**src/rtl/triangle_bbox_scanner.sv**
```systemverilog
// Scans the axis-aligned bounding box of one triangle in row-major order and
// emits one pixel beat per coordinate, all beats carrying the triangle's color.
module triangle_bbox_scanner (
  input  logic          clk,
  input  logic          rst,
  input  logic          texel_ready,
  input  logic [143:0]  texel_vertices_in,
  input  logic [23:0]   texel_color_in,
  output logic          texel_read,
  input  logic          pixel_ready,
  output logic          pixel_valid,
  output logic [15:0]   pixel_x,
  output logic [15:0]   pixel_y,
  output logic [23:0]   pixel_color,
  output logic          pixel_first,
  output logic          pixel_last,
  output logic          busy
);

  typedef enum logic [1:0] {IDLE, ACK, SCAN} state_t;

  state_t      state_q, state_d;
  logic [15:0] px_q, py_q, qx_q, qy_q, rx_q, ry_q;
  logic [15:0] px_d, py_d, qx_d, qy_d, rx_d, ry_d;
  logic [23:0] color_q, color_d;
  logic [15:0] xmin_q, xmax_q, ymin_q, ymax_q;
  logic [15:0] xmin_d, xmax_d, ymin_d, ymax_d;
  logic [15:0] pix_x_q, pix_y_q, pix_x_d, pix_y_d;
  logic        first_q, first_d, last_q, last_d;

  logic [15:0] xmin_c, xmax_c, ymin_c, ymax_c;
  logic [15:0] next_x, next_y;

  function automatic logic [15:0] min3(input logic [15:0] a, b, c);
    logic [15:0] m;
    m = (a < b) ? a : b;
    return (c < m) ? c : m;
  endfunction

  function automatic logic [15:0] max3(input logic [15:0] a, b, c);
    logic [15:0] m;
    m = (a > b) ? a : b;
    return (c > m) ? c : m;
  endfunction

  always_comb begin
    state_d = state_q;
    px_d    = px_q;
    py_d    = py_q;
    qx_d    = qx_q;
    qy_d    = qy_q;
    rx_d    = rx_q;
    ry_d    = ry_q;
    color_d = color_q;
    xmin_d  = xmin_q;
    xmax_d  = xmax_q;
    ymin_d  = ymin_q;
    ymax_d  = ymax_q;
    pix_x_d = pix_x_q;
    pix_y_d = pix_y_q;
    first_d = first_q;
    last_d  = last_q;

    xmin_c = min3(px_q, qx_q, rx_q);
    xmax_c = max3(px_q, qx_q, rx_q);
    ymin_c = min3(py_q, qy_q, ry_q);
    ymax_c = max3(py_q, qy_q, ry_q);

    // The counter only steps while it is strictly below its bound, so a
    // bound of 0xFFFF can never wrap back to zero.
    if (pix_x_q != xmax_q) begin
      next_x = pix_x_q + 16'd1;
      next_y = pix_y_q;
    end else begin
      next_x = xmin_q;
      next_y = pix_y_q + 16'd1;
    end

    case (state_q)
      IDLE: begin
        if (texel_ready) begin
          px_d    = texel_vertices_in[143:128];
          py_d    = texel_vertices_in[127:112];
          qx_d    = texel_vertices_in[95:80];
          qy_d    = texel_vertices_in[79:64];
          rx_d    = texel_vertices_in[47:32];
          ry_d    = texel_vertices_in[31:16];
          color_d = texel_color_in;
          state_d = ACK;
        end
      end
      ACK: begin
        xmin_d  = xmin_c;
        xmax_d  = xmax_c;
        ymin_d  = ymin_c;
        ymax_d  = ymax_c;
        pix_x_d = xmin_c;
        pix_y_d = ymin_c;
        first_d = 1'b1;
        last_d  = (xmin_c == xmax_c) && (ymin_c == ymax_c);
        state_d = SCAN;
      end
      SCAN: begin
        if (pixel_ready) begin
          first_d = 1'b0;
          if (last_q) begin
            last_d  = 1'b0;
            state_d = IDLE;
          end else begin
            pix_x_d = next_x;
            pix_y_d = next_y;
            last_d  = (next_x == xmax_q) && (next_y == ymax_q);
          end
        end
      end
      default: state_d = IDLE;
    endcase
  end

  always_ff @(posedge clk or posedge rst) begin
    if (rst) begin
      state_q <= IDLE;
      px_q    <= '0;
      py_q    <= '0;
      qx_q    <= '0;
      qy_q    <= '0;
      rx_q    <= '0;
      ry_q    <= '0;
      color_q <= '0;
      xmin_q  <= '0;
      xmax_q  <= '0;
      ymin_q  <= '0;
      ymax_q  <= '0;
      pix_x_q <= '0;
      pix_y_q <= '0;
      first_q <= 1'b0;
      last_q  <= 1'b0;
    end else begin
      state_q <= state_d;
      px_q    <= px_d;
      py_q    <= py_d;
      qx_q    <= qx_d;
      qy_q    <= qy_d;
      rx_q    <= rx_d;
      ry_q    <= ry_d;
      color_q <= color_d;
      xmin_q  <= xmin_d;
      xmax_q  <= xmax_d;
      ymin_q  <= ymin_d;
      ymax_q  <= ymax_d;
      pix_x_q <= pix_x_d;
      pix_y_q <= pix_y_d;
      first_q <= first_d;
      last_q  <= last_d;
    end
  end

  // Handshake flags decode from the state register alone.
  assign texel_read  = (state_q == ACK);
  assign pixel_valid = (state_q == SCAN);
  assign busy        = (state_q != IDLE);
  assign pixel_x     = pix_x_q;
  assign pixel_y     = pix_y_q;
  assign pixel_color = color_q;
  assign pixel_first = first_q;
  assign pixel_last  = last_q;

endmodule

```
**config.mk**
```make
export PLATFORM = sky130hd
export DESIGN_NAME = triangle_bbox_scanner
export DESIGN_NICKNAME = d
export VERILOG_FILES = /design/src/rtl/triangle_bbox_scanner.sv
export SDC_FILE = /design/constraint.sdc
export NUM_CORES = 1
export LEC_CHECK = 0
export CORE_ASPECT_RATIO = 0.75
export CORE_MARGIN = 2
export CORE_UTILIZATION = 55
export CTS_CLUSTER_DIAMETER = 60
export DETAILED_ROUTE_END_ITERATION = 8
export DONT_BUFFER_PORTS = 1
export PLACE_DENSITY_LB_ADDON = 0.12
export SLEW_MARGIN = 30
export SYNTH_ARGS = -nofsm -noshare
export SYNTH_HDL_FRONTEND = slang
export SYNTH_SLANG_ARGS = --single-unit
```
**constraint.sdc**
```tcl
create_clock -name clk -period 16.67 [get_ports clk]
set_clock_uncertainty 0.05 [all_clocks]
set_input_delay 3.334 -clock clk [delete_from_list [all_inputs] [get_ports clk]]
set_output_delay 3.334 -clock clk [all_outputs]
set_load 0.005 [all_outputs]
```
# Yosys cells after proc, flatten, opt, wreduce, memory -nomap -nowiden

Index checks and enable logic that the tools add are counted.

Register bits: 204

Reduce and logical (&&, ||, !) cells: 9
Multiplexer cells: 25
Eq/ne operators: 11
Order comparisons: 8
$add $sub $neg: 2

Operator list:

| operator                | number |
|---|---|
| $mux W16                | 14 |
| $eq A16 B16 Y1          | 4 |
| $gt A16 B16 Y1          | 4 |
| $lt A16 B16 Y1          | 4 |
| $pmux W16 S2            | 2 |
| $add A16 B1 Y16 const B | 2 |
| $ne A16 B16 Y1          | 1 |
| $mux W2                 | 3 |
| $ne A2 B2 Y1 const B    | 3 |
| $pmux W2 S3             | 1 |
| $reduce_and A3 Y1       | 2 |
| $pmux W1 S2             | 2 |
| $reduce_and A2 Y1       | 2 |
| $reduce_bool A2 Y1      | 2 |
| $mux W1                 | 3 |
| $eq A2 B1 Y1 const B    | 1 |
| $eq A2 B2 Y1 const B    | 1 |
| $logic_and A1 B1 Y1     | 2 |
| $logic_not A2 Y1        | 1 |
| $ne A2 B1 Y1 const B    | 1 |

# Longest topological paths before layout

Depth in word-level cells: 7
Gate-level depth with buffers: 23
Mapped depth without buffers: 20

# Worst setup path before layout

Ideal clock, no wire load.

Path type: register -> register
From: reg py_q[15]
To: reg last_q, in the netlist pixel_last
Cell stages (with the launch flop): 20
Data arrival time: 4,932 ps
Data required time: 16,553 ps
Setup slack: 11,621 ps
Path buffers: 2
Clock period less this slack: 5,049 ps
Cells stage by stage: dfrtp_1 -> ha_1 -> nand4_1 -> a2111o_1 -> a31oi_4 -> buf_4 -> mux2i_1 -> ha_1 -> a21o_1 -> a21o_1 -> a21oi_1 -> nor3_1 -> o41ai_2 -> buf_2 -> mux2_2 -> and3_1 -> a211oi_1 -> nand4_1 -> nor4_1 -> a311o_1

Word-level cells in the longest chain between the ends: 7

RTL lines:

| element                                          | RTL line | text |
|---|---|---|
| start, declared                                  | 23       | `logic [15:0] px_q, py_q, qx_q, qy_q, rx_q, ry_q;` |
| start signal, assigned                           | 141      | `py_q <= py_d;` |
| $lt A16 B16 Y1 or $gt A16 B16 Y1 (tied branches) | 36, 42   |  |
| $mux W16, on equally long branches               | 36, 42   |  |
| $lt A16 B16 Y1 or $gt A16 B16 Y1 (tied branches) | 37, 43   |  |
| $mux W16, on equally long branches               | 37, 43   |  |
| $eq A16 B16 Y1 *                                 | 100      | `last_d = (xmin_c == xmax_c) && (ymin_c == ymax_c);` |
| $logic_and A1 B1 Y1 *                            | 100      |  |
| $pmux W1 S2 *                                    | 79       | `case (state_q)` |
| end signal, assigned                             | 154      | `last_q <= last_d;` |
| end, declared                                    | 29       | `logic first_q, first_d, last_q, last_d;` |

Every way passes the cells marked *; elsewhere a longest branch is shown, timed or not.
A chain may end at the register's enable or synchronous reset.

# Final worst setup path

From: reg px_q[7]
To: reg last_q, in the netlist pixel_last

Word-level cells in the longest chain between the ends: 7

RTL lines:

| element                                          | RTL line | text |
|---|---|---|
| start, declared                                  | 23       |  |
| start signal, assigned                           | 140      | `px_q <= px_d;` |
| $lt A16 B16 Y1 or $gt A16 B16 Y1 (tied branches) | 36, 42   |  |
| $mux W16, on equally long branches               | 36, 42   |  |
| $lt A16 B16 Y1 or $gt A16 B16 Y1 (tied branches) | 37, 43   |  |
| $mux W16, on equally long branches               | 37, 43   |  |
| $eq A16 B16 Y1 *                                 | 100      |  |
| $logic_and A1 B1 Y1 *                            | 100      |  |
| $pmux W1 S2 *                                    | 79       |  |

Marks and branches as above.

==> results.rst <==
.. list-table::
   :header-rows: 1

   * - Metric
     - Value
   * - DRC
     - 0
   * - Pin count of the biggest net entering global routing
     - 137
   * - Cells after synthesis
     - 1469
   * - Worst relative slew slack
     - 37.57%
   * - Estimated wirelength of the detail-placed design
     - 27390 um
   * - Synth-to-Final Area Change
     - 7.689%
   * - Number of enable-type register cells in the synthesized netlist
     - 0
   * - Minimum setup slack in the final design
     - 9891 ps
   * - Number of hold-slack violations in the final timing report
     - 0
   * - Total routing resource utilization after global routing
     - 28.21%
   * - Number of placed I/O pins
     - 233
   * - Transition at the pin with the smallest max-transition slack
     - 936.5 ps
   * - Post-CTS setup buffer count
     - 0
   * - Clock transition at the register clock pins on the worst setup and hold paths after CTS
     - 60 ps
   * - Source of the worst hold timing path
     - xmin_q[13]$_DFFE_PP0P_
   * - Sinks on the clock net
     - 204
   * - Clock tree root driver cell
     - clkbuf_16
   * - Detailed-route via count
     - 10910
   * - Antenna-violating nets left
     - 0
   * - Footprint of the multi-input gates
     - 0.007939 sq mm
   * - Post-Synthesis Cell Area
     - 0.01355 sq mm
   * - Cell taking the most area after synthesis
     - dfrtp_1
   * - Fraction of synthesis flops using an asynchronous set or reset pin
     - 100.0%
   * - Worst-path fanout max
     - 25
   * - Total of warnings raised by yosys
     - 0
   * - Post-route clock period utilization
     - 40.66%
   * - Startpoint of the lowest-slack register-to-register path
     - px_q[7]$_DFFE_PP0P_
   * - Arrival time at the worst endpoint
     - 7190 ps
   * - Clk buf depth
     - 3
   * - Synthesized net count
     - 1737
   * - Worst hold path type
     - reg -> reg
   * - Seq cells post-synth
     - 204
   * - Clock tree from TritonCTS
     - built
   * - Vias per cell
     - 6.106
   * - Outcome
     - completed
   * - Width of the die
     - 185.3 um
   * - Reported max-cap violation count
     - 0
   * - Overall overflow remaining after global route
     - 0
   * - Achievable Freq
     - 147.5 MHz
   * - Y dimension of the die
     - 140.0 um
   * - Wire length per cell
     - 20.55 um
   * - Worst setup SP type
     - flip-flop
   * - Number of port buffers
     - 0
   * - Antenna violations before repair
     - 2
   * - RD Place Congestion
     - 0.9164
   * - Quantity of gates resized following cts
     - 0
   * - Number of iterations in the first detailed-routing pass
     - 5
   * - Leading cell type in the layout, fill and taps excluded
     - nand2_1
   * - DRT iter0 DRCs
     - 1208
   * - Total of fill cells in the finished design
     - 2083
   * - Biggest area contributors in the synthesized netlist
     - dfrtp_1, ha_1, mux2_2, o21ai_0, nand2_1
   * - Minimum clock period
     - 6779 ps
   * - Crit path required time
     - 17080 ps
   * - First-pass GRT wire length
     - 57090 um
   * - Clk Latency, worst-skew pair
     - 520 ps
   * - Setup tns final
     - 0 ps
   * - Count of cell types in the netlist
     - 68
   * - Average size of a mapped cell
     - 9.227 sq um
   * - Total wirelength of the detailed-routed design
     - 36700 um
   * - Final #Nets
     - 1708
   * - Max-slew violations
     - 0
   * - Critical path startpoint
     - px_q[7]$_DFFE_PP0P_
   * - Site Rows
     - 49
   * - Core region area
     - 0.02409 sq mm
   * - Cell Area, Placed
     - 0.01382 sq mm
   * - Highest-count cells in the layout ignoring fill and taps
     - nand2_1, dfrtp_1, o21ai_0, ha_1, mux2_2
   * - Level count of the clock H-tree
     - 1
   * - Vias in the first global route
     - 10010
   * - Starting Density
     - 56.25%
   * - Die area
     - 0.02593 sq mm
   * - Category of the worst setup path capture point
     - flip-flop
   * - Place WS
     - 9741 ps
   * - Fraction of final layout cells sized beyond drive strength 1
     - 10.80%
   * - Hold_buf cts
     - 0
   * - Area of all placed cells without fillers
     - 0.01460 sq mm
   * - Number of buffers created by CTS
     - 22
   * - Final count of negative-setup-slack endpoints
     - 0
   * - Most used flip-flop cell after synthesis
     - dfrtp_1
   * - Sequential-to-total area share from yosys stat
     - 37.66%
   * - Area share of the largest cell type after synthesis
     - 37.66%
   * - Sequential Area
     - 0.005105 sq mm
   * - Unrepaired setup endpoints after global routing
     - false
   * - Category of the critical setup timing path
     - reg -> reg
## per-layer routing
metal	vias to the layer above	global-route usage [%]	share of wire (%)
li1	5193	-	-
met4	2	4.428	1.2
met5	-	0	0.035
met1	5243	48.13	51
met2	432	35.05	38
met3	36	7.124	11
## synthesized netlist by cell type (all sizes together), types with 2 or more instances
library cell / count
a21oi: 78
o22ai: 7
clkbuf: 50
a221oi: 4
nor3: 15
a311oi: 2
nor4b: 5
nor2b: 6
mux2: 91
or2: 4
nand3: 30
mux2i: 76
ha: 96
a21o: 22
o21a: 11
a41oi: 2
and4: 7
a211oi: 10
nor4: 10
nand2: 215
a2111oi: 2
and3: 20
a22oi: 3
and2: 8
xor2: 27
nor2: 54
or3b: 3
a31oi: 6
a211o: 3
o2111a: 3
o211ai: 3
inv: 71
nand4: 37
xnor2: 63
buf: 17
nand3b: 7
dfrtp: 204
nand2b: 6
o2bb2ai: 2
o21ai: 167
o22a: 7
## area by class of cell
class | instances | area share, %
Inverter | 71 | 1.912
Tap cell | 331 | 2.837
Sequential cell | 204 | 34.97
Clock buffer | 32 | 4.303
Timing Repair Buffer | 14 | 0.7715
Multi-Input combinational cell | 1127 | 54.39
Clock inverter | 6 | 0.7972
Antenna cell | 1 | 0.01714
## logic make-up after synthesis
family | synth area share (%)
adder cells (fa/ha/maj) | 8.936
XOR/XNOR | 5.816
flip-flops | 37.66
AO/OA/AOI/OAI | 15.28
AND/OR/NAND/NOR | 14.97
buffers and inverters | 4.135
multiplexers | 13.20
## final timing paths
kind | slack, ps | cells after the start | endpoint
hold / removal | 430 | 2 | xmin_q[13]$_DFFE_PP0P_
max in group asynchronous | 12700 | 2 | ry_q[2]$_DFFE_PP0P_
setup reg to reg | 9890 | 18 | pixel_last$_DFFE_PP0P_
hold reg to reg | 430 | 2 | xmin_q[13]$_DFFE_PP0P_
setup / recovery | 9890 | 18 | pixel_last$_DFFE_PP0P_
min in group asynchronous | 2730 | 1 | py_q[8]$_DFFE_PP0P_
## worst max-delay path, cell delays in order, from the launching register on
cell       delay (ps)
dfrtp_1           440
ha_1              340
a21oi_1           150
o21ai_0           160
a2111oi_4         430
and3_2            590
mux2i_1           660
ha_1              250
nand2_1            70
o211ai_1          290
nand3_1           170
a311oi_1          450
a211o_1           790
mux2_2            490
xnor2_1           150
nor4_1            360
nand4_1           170
nor4_1            490
a311o_1           190
## state kept, by name, indices dropped and copies added, names as in the netlist
| name | count |
|---|---|
| px_q | 16 |
| state_q | 2 |
| ry_q | 16 |
| qx_q | 16 |
| qy_q | 16 |
| pixel_y | 16 |
| pixel_color | 24 |
| pixel_first | 1 |
| py_q | 16 |
| rx_q | 16 |
| ymax_q | 16 |
| pixel_x | 16 |
| pixel_last | 1 |
| xmin_q | 16 |
| xmax_q | 16 |
## stage by stage
stage	util [%]	std cells	hold slack, ps
2_1_floorplan	-	1469	394.4
3_3_place_gp	57.34	1745	409.4
3_5_place_dp	57.37	1746	420.1
4_1_cts	60.46	1784	434.2
5_1_grt	60.57	1785	463.0
6_report	60.58	1786	431.4
Power is not shown: default switching activity piles up to over one toggle a cycle in this logic, so the estimate is an artifact.
